## config.mk

```make
export PLATFORM = sky130hd
export DESIGN_NAME = ibex_load_resp_stage
export DESIGN_NICKNAME = d
export VERILOG_FILES = /design/src/rtl/ibex_pkg.sv /design/src/rtl/ibex_lsu_meta_fifo.sv /design/src/rtl/ibex_load_resp_stage.sv
export SDC_FILE = /design/constraint.sdc
export NUM_CORES = 1
export LEC_CHECK = 0
export ABC_AREA = 1
export CAP_MARGIN = 20
export CORE_MARGIN = 3
export CORE_UTILIZATION = 50
export CTS_BUF_LIST = sky130_fd_sc_hd__clkbuf_8
export DETAILED_ROUTE_END_ITERATION = 8
export GPL_TIMING_DRIVEN = 0
export PLACE_DENSITY_LB_ADDON = 0.05
export SKIP_LAST_GASP = 1
export SYNTH_ARGS = -nofsm -noshare
export SYNTH_HDL_FRONTEND = slang
export SYNTH_SLANG_ARGS = --single-unit
```

## constraint.sdc

```tcl
create_clock -name clk_i -period 4.8 [get_ports clk_i]
set_input_delay 1.44 -clock clk_i [delete_from_list [all_inputs] [get_ports clk_i]]
set_output_delay 1.44 -clock clk_i [all_outputs]
set_load 0.01 [all_outputs]
```

## src/rtl/ibex_pkg.sv

```systemverilog
// Shared LSU response types: per-request metadata and the load align/extend helper.
package ibex_pkg;

  typedef enum logic [1:0] {
    LSU_TYPE_WORD = 2'b00,
    LSU_TYPE_HALF = 2'b01,
    LSU_TYPE_BYTE = 2'b10
  } lsu_type_e;

  typedef struct packed {
    logic      is_load;
    lsu_type_e data_type;
    logic      sign_ext;
    logic [1:0] offset;
    logic      split_first;
  } lsu_resp_meta_t;

  // For split accesses the current response supplies the high bytes, the held first part the low bytes.
  function automatic logic [31:0] lsu_align_load(lsu_resp_meta_t meta,
                                                 logic [31:0]    rdata,
                                                 logic [31:0]    hold);
    logic [31:0] res;
    logic [15:0] half;
    logic [7:0]  byte_d;
    res    = '0;
    half   = '0;
    byte_d = '0;
    case (meta.data_type)
      LSU_TYPE_WORD: begin
        case (meta.offset)
          2'd0:    res = rdata;
          2'd1:    res = {rdata[7:0],  hold[31:8]};
          2'd2:    res = {rdata[15:0], hold[31:16]};
          default: res = {rdata[23:0], hold[31:24]};
        endcase
      end
      LSU_TYPE_HALF: begin
        case (meta.offset)
          2'd0:    half = rdata[15:0];
          2'd1:    half = rdata[23:8];
          2'd2:    half = rdata[31:16];
          default: half = {rdata[7:0], hold[31:24]};
        endcase
        res = meta.sign_ext ? {{16{half[15]}}, half} : {16'h0000, half};
      end
      LSU_TYPE_BYTE: begin
        case (meta.offset)
          2'd0:    byte_d = rdata[7:0];
          2'd1:    byte_d = rdata[15:8];
          2'd2:    byte_d = rdata[23:16];
          default: byte_d = rdata[31:24];
        endcase
        res = meta.sign_ext ? {{24{byte_d[7]}}, byte_d} : {24'h000000, byte_d};
      end
      default: res = '0;
    endcase
    return res;
  endfunction

endpackage

```

## src/rtl/ibex_lsu_meta_fifo.sv

```systemverilog
// Metadata FIFO for outstanding LSU bus requests; pointers carry an extra wrap bit to tell full from empty.
module ibex_lsu_meta_fifo
  import ibex_pkg::*;
#(
  parameter int unsigned Depth    = 2,
  parameter bit          ResetAll = 1'b0
) (
  input  logic           clk_i,
  input  logic           rst_ni,
  input  logic           push_i,
  input  lsu_resp_meta_t push_data_i,
  input  logic           pop_i,
  output lsu_resp_meta_t head_o,
  output logic           full_o,
  output logic           empty_o
);

  localparam int unsigned AW = $clog2(Depth);

  logic [AW:0]    wr_ptr_q, rd_ptr_q;
  lsu_resp_meta_t mem_q [Depth];
  logic           push_en, pop_en;

  assign empty_o = (wr_ptr_q == rd_ptr_q);
  assign full_o  = (wr_ptr_q[AW] != rd_ptr_q[AW]) &&
                   (wr_ptr_q[AW-1:0] == rd_ptr_q[AW-1:0]);
  assign push_en = push_i & ~full_o;
  assign pop_en  = pop_i & ~empty_o;
  assign head_o  = mem_q[rd_ptr_q[AW-1:0]];

  always_ff @(posedge clk_i or negedge rst_ni) begin
    if (!rst_ni) begin
      wr_ptr_q <= '0;
      rd_ptr_q <= '0;
    end else begin
      if (push_en) wr_ptr_q <= wr_ptr_q + {{AW{1'b0}}, 1'b1};
      if (pop_en)  rd_ptr_q <= rd_ptr_q + {{AW{1'b0}}, 1'b1};
    end
  end

  // Payload only needs a reset when every datapath flop must come up known.
  if (ResetAll) begin : g_mem_rst
    always_ff @(posedge clk_i or negedge rst_ni) begin
      if (!rst_ni) begin
        for (int i = 0; i < int'(Depth); i++) mem_q[i] <= '0;
      end else if (push_en) begin
        mem_q[wr_ptr_q[AW-1:0]] <= push_data_i;
      end
    end
  end else begin : g_mem_nr
    always_ff @(posedge clk_i) begin
      if (push_en) mem_q[wr_ptr_q[AW-1:0]] <= push_data_i;
    end
  end

endmodule

```

## src/rtl/ibex_load_resp_stage.sv

```systemverilog
// LSU response stage: pairs bus responses with queued metadata, stitches split accesses, aligns load data.
// Optional IBEX_LOAD_RESP_REG_OUT_EN registers the writeback-facing outputs (1-cycle latency).
module ibex_load_resp_stage
  import ibex_pkg::*;
#(
  parameter int unsigned MaxOutstanding = 2,
  parameter bit          ResetAll       = 1'b0
) (
  input  logic           clk_i,
  input  logic           rst_ni,
  input  logic           issue_valid_i,
  output logic           issue_ready_o,
  input  lsu_resp_meta_t issue_meta_i,
  input  logic           data_rvalid_i,
  input  logic [31:0]    data_rdata_i,
  input  logic           data_err_i,
  output logic [31:0]    rf_wdata_lsu_o,
  output logic           rf_we_lsu_o,
  output logic           lsu_resp_valid_o,
  output logic           lsu_resp_err_o,
  output logic           busy_o,
  output logic           spurious_resp_o
);

  lsu_resp_meta_t head;
  logic           fifo_full, fifo_empty;
  logic           push, pop, pop_first, pop_final;
  logic [31:0]    hold_q;
  logic           err_q;
  logic [31:0]    resp_wdata;
  logic           resp_we, resp_valid, resp_err;

  assign issue_ready_o = ~fifo_full;
  assign push          = issue_valid_i & issue_ready_o;
  assign pop           = data_rvalid_i & ~fifo_empty;
  assign pop_first     = pop & head.split_first;
  assign pop_final     = pop & ~head.split_first;

  ibex_lsu_meta_fifo #(
    .Depth    (MaxOutstanding),
    .ResetAll (ResetAll)
  ) u_meta_fifo (
    .clk_i       (clk_i),
    .rst_ni      (rst_ni),
    .push_i      (push),
    .push_data_i (issue_meta_i),
    .pop_i       (pop),
    .head_o      (head),
    .full_o      (fifo_full),
    .empty_o     (fifo_empty)
  );

  // Sticky error spans both halves of a split access and clears once the final part is reported.
  always_ff @(posedge clk_i or negedge rst_ni) begin
    if (!rst_ni) begin
      err_q <= 1'b0;
    end else if (pop_first) begin
      err_q <= err_q | data_err_i;
    end else if (pop_final) begin
      err_q <= 1'b0;
    end
  end

  if (ResetAll) begin : g_hold_rst
    always_ff @(posedge clk_i or negedge rst_ni) begin
      if (!rst_ni) begin
        hold_q <= '0;
      end else if (pop_first) begin
        hold_q <= data_rdata_i;
      end
    end
  end else begin : g_hold_nr
    always_ff @(posedge clk_i) begin
      if (pop_first) hold_q <= data_rdata_i;
    end
  end

  always_comb begin
    resp_valid = pop_final;
    resp_err   = pop_final & (err_q | data_err_i);
    resp_we    = pop_final & head.is_load & ~resp_err;
    resp_wdata = '0;
    if (resp_we) resp_wdata = lsu_align_load(head, data_rdata_i, hold_q);
  end

  assign spurious_resp_o = data_rvalid_i & fifo_empty;

`ifdef IBEX_LOAD_RESP_REG_OUT_EN
  // Busy covers the cycle in which the registered response is still waiting to be presented.
  always_ff @(posedge clk_i or negedge rst_ni) begin
    if (!rst_ni) begin
      rf_wdata_lsu_o   <= '0;
      rf_we_lsu_o      <= 1'b0;
      lsu_resp_valid_o <= 1'b0;
      lsu_resp_err_o   <= 1'b0;
    end else begin
      rf_wdata_lsu_o   <= resp_wdata;
      rf_we_lsu_o      <= resp_we;
      lsu_resp_valid_o <= resp_valid;
      lsu_resp_err_o   <= resp_err;
    end
  end

  assign busy_o = ~fifo_empty | lsu_resp_valid_o;
`else
  assign rf_wdata_lsu_o   = resp_wdata;
  assign rf_we_lsu_o      = resp_we;
  assign lsu_resp_valid_o = resp_valid;
  assign lsu_resp_err_o   = resp_err;
  assign busy_o           = ~fifo_empty;
`endif

`ifndef SYNTHESIS
  issue_when_full: assert property (@(posedge clk_i) disable iff (!rst_ni)
    !(issue_valid_i && !issue_ready_o))
    else $error("[ibex_load_resp_stage] request issued while metadata FIFO full");

  rvalid_when_empty: assert property (@(posedge clk_i) disable iff (!rst_ni)
    !(data_rvalid_i && fifo_empty))
    else $warning("[ibex_load_resp_stage] bus response with no outstanding request");
`endif

endmodule
```

==> results.json <==
{
  "outcome": "completed",
  "p_clk_share_pct": 9.8,
  "clock_sinks": 43,
  "syn_to_final_growth_pct": 31.7,
  "syn_area_um2": 3720,
  "portBuffers": 81,
  "yosysTopAreaCell": "edfxtp_1",
  "drc": 0,
  "finalWorstSetupSlack_ns": 0.0616,
  "final_core_utilization_pct": 69.8,
  "via_count": 4127,
  "min_period_ns": 4.74,
  "overflow": 0,
  "cts_tree": "yes",
  "syn-instance-count": 531,
  "p_int_uw": 1470,
  "p_sw_share_pct": 52.7,
  "hold_violations": 0,
  "antenna-diode-count": 0,
  "grt_pass1_wl_mm": 20.3,
  "path_max_fanout": 10,
  "clk_root_buffer_cell": "clkbuf_8",
  "finalWirelength_mm": 12.8,
  "clockBufferDepth": 2,
  "fp.dieH_um": 92.3,
  "end_kind": "output pin",
  "max_slew_margin_pct": 46.9,
  "yosysSeqAreaShare_pct": 34.0,
  "synth_top_area_share_pct": 30.7,
  "synth_top_flop_cell": "edfxtp_1",
  "die_w_um": 92.3,
  "htree_levels": 2,
  "powerDensity_nw_per_um2": 635,
  "ys_warn_count": 0,
  "maxClockFrequency_mhz": 211,
  "max-cap-violations": 0,
  "clkLatencyLatePin_ns": 0.30,
  "synth.avg_cell_area_um2": 7.01,
  "peakVddDrop_mv": 0.315,
  "yosys_register_bits": 43,
  "fin_crit_sh_pct": 98.7,
  "p_seq_share_pct": 19.5,
  "grt_usage_pct": 30.6,
  "antenna_found_initial": 0,
  "path_clk_slew_ns": 0.09,
  "yosys-top-cells-area": "edfxtp_1 (31%), nand2_1 (20%), nand3_1 (6.5%), inv_1 (6.0%), o21ai_0 (4.4%)",
  "preCtsSetupSlack_ns": -0.0747,
  "min_path_type": "flip-flop to flip-flop",
  "timing_worst_slew_pin_value_ns": 0.793,
  "grt_pass1_vias": 3994,
  "drive_gt1_share_pct": 16.4,
  "gp_congestion": 0.971,
  "fin_nets": 670,
  "critPathKind": "primary input to output pin",
  "hpwlAfterDp_mm": 8.89,
  "floorplan.initialDensity_pct": 53.0,
  "io_pins": 82,
  "rows": 30,
  "skew_ns": 0.00688,
  "firstDrtPassIters": 6,
  "grt_max_degree": 16,
  "wl_per_cell_um": 17.6,
  "syn_nets": 575,
  "via_per_inst": 5.71,
  "setup_viol": 0,
  "leakage_uw": 0.00257,
  "report.final.slew_viol_count": 0,
  "p_comb_share_pct": 70.7,
  "core_um2": 7020,
  "synth_edf_count": 38,
  "numCtsBuffers": 5,
  "p_switching_uw": 1640,
  "cts_hold_buf": 0,
  "worstPathRequired_ns": 3.36,
  "drtIter0Drc": 529,
  "rsz0062_at_grt": "yes",
  "die_area_um2": 8510,
  "synth_cell_type_count": 36,
  "synth-async-reset-ratio_pct": 11.6,
  "holdWs_ns": 0.505,
  "antenna_left": 0,
  "cp.arrival_ns": 3.30,
  "start_kind": "primary input"
}
## worst paths after layout
check,cells past startpoint,slack (ns),end,from
setup / recovery,8,0.06,rf_wdata_lsu_o[8],data_err_i
hold / removal,1,0.50,u_meta_fifo.wr_ptr_q[1]$_DFFE_PN0P_,u_meta_fifo.wr_ptr_q[1]$_DFFE_PN0P_
setup reg to reg,6,2.64,hold_q[12]$_DFFE_PP_,u_meta_fifo.rd_ptr_q[0]$_DFFE_PN0P_
hold reg to reg,1,0.50,u_meta_fifo.wr_ptr_q[1]$_DFFE_PN0P_,u_meta_fifo.wr_ptr_q[1]$_DFFE_PN0P_
max in group asynchronous,1,3.26,u_meta_fifo.rd_ptr_q[0]$_DFFE_PN0P_,rst_ni
min in group asynchronous,1,1.35,u_meta_fifo.wr_ptr_q[0]$_DFFE_PN0P_,rst_ni
## layout make-up
| cell class | instances | area [µm²] |
|---|---|---|
| flip-flops and latches | 43 | 1270 |
| inverters | 66 | 253 |
| well taps | 96 | 120 |
| clock inverters | 3 | 46.3 |
| repair buffers | 88 | 921 |
| plain buffers | 27 | 205 |
| clock buffers | 5 | 68.8 |
| fillers | 630 | 2120 |
| multi-input cells | 395 | 2020 |
## per-layer routing
layer,GRT usage (%),up-vias,wire (µm)
li1,-,1913,-
met4,12.0,0,445
met3,6.73,53,1570
met5,0,-,0
met2,48.2,303,5600
met1,40.8,1858,5140
## per-stage QoR
stage,cell area [µm²],TNS (ns),cells,power (µW)
after detailed placement,4680,-0.934,709,2720
final,4900,0,723,3110
after floorplan,3720,0,531,2080
after global placement,4650,-0.647,708,2660
after CTS,4820,0,719,3030
after global routing,4900,-0.0337,723,3330
## cells in the final DEF, fill, tap and decap left out, drive strengths merged
cell           Yosys  final
dfrtp              5      5
clkdlybuf4s50      0     63
nand2            207    207
nand3             64     64
nand4              2      2
clkbuf             3      8
o21ai             49     49
inv               65     66
bufinv             0      1
or2               14     14
clkinvlp           0      1
dlygate4sd2        0      2
clkinv             1      1
a21oi             17     17
nand2b             1      1
o211ai            19     19
nor3               1      1
buf               24     31
xor2               2      2
edfxtp            38     38
xnor2              2      2
dlymetal6s2s       0     16
nor2              17     17
## state kept, by name, indices dropped and copies added (netlist names)
register,flops
u_meta_fifo.rd_ptr_q,2
err_q,1
u_meta_fifo.wr_ptr_q,2
u_meta_fifo.mem_q,14
hold_q,24
## critical path, stage by stage
cell and delay [ns]:
clkdlybuf4s50_1 0.43, nor2_2 0.13, nand2_1 0.10, nor2_4 0.16, o21ai_4 0.15, buf_6 0.20, a21oi_2 0.12, clkdlybuf4s50_1 0.55
## synthesized netlist by cell type, types with 3 or more instances
cell type / instances
a21oi_1: 11
a21oi_2: 6
buf_2: 10
buf_4: 6
buf_6: 7
clkbuf_1: 3
dfrtp_1: 5
edfxtp_1: 38
inv_1: 59
inv_2: 5
nand2_1: 195
nand2_2: 11
nand3_1: 48
nand3_2: 13
nand3_4: 3
nor2_1: 12
o211ai_1: 19
o21ai_0: 33
o21ai_1: 12
or2_2: 13
## cells by family after synthesis
kind of cell	count (synthesis)	share of synthesized area (%)
xor gates and xnor gates	4	1.14
AOI/OAI and AO/OA	85	14.1
buffers and inverters	93	11.8
DFF	43	34.0
and+or+nand+nor	306	38.9
## power by group through the flow
| stage | Combinational (µW) | Clock (µW) | Sequential [µW] |
|---|---|---|---|
| after floorplan | 1490 | 0 | 596 |
| after global placement | 2050 | 0 | 613 |
| after detailed placement | 2110 | 0 | 612 |
| after CTS | 2120 | 305 | 604 |
| after global routing | 2390 | 323 | 617 |
| final | 2200 | 306 | 607 |
## timing repair
action	4_1_cts	5_1_grt
gates resized for setup	5	19
pin swaps	0	4
setup endpoints to repair	20	27
buffers inserted	2	4
(Power assumes the default switching activity.)
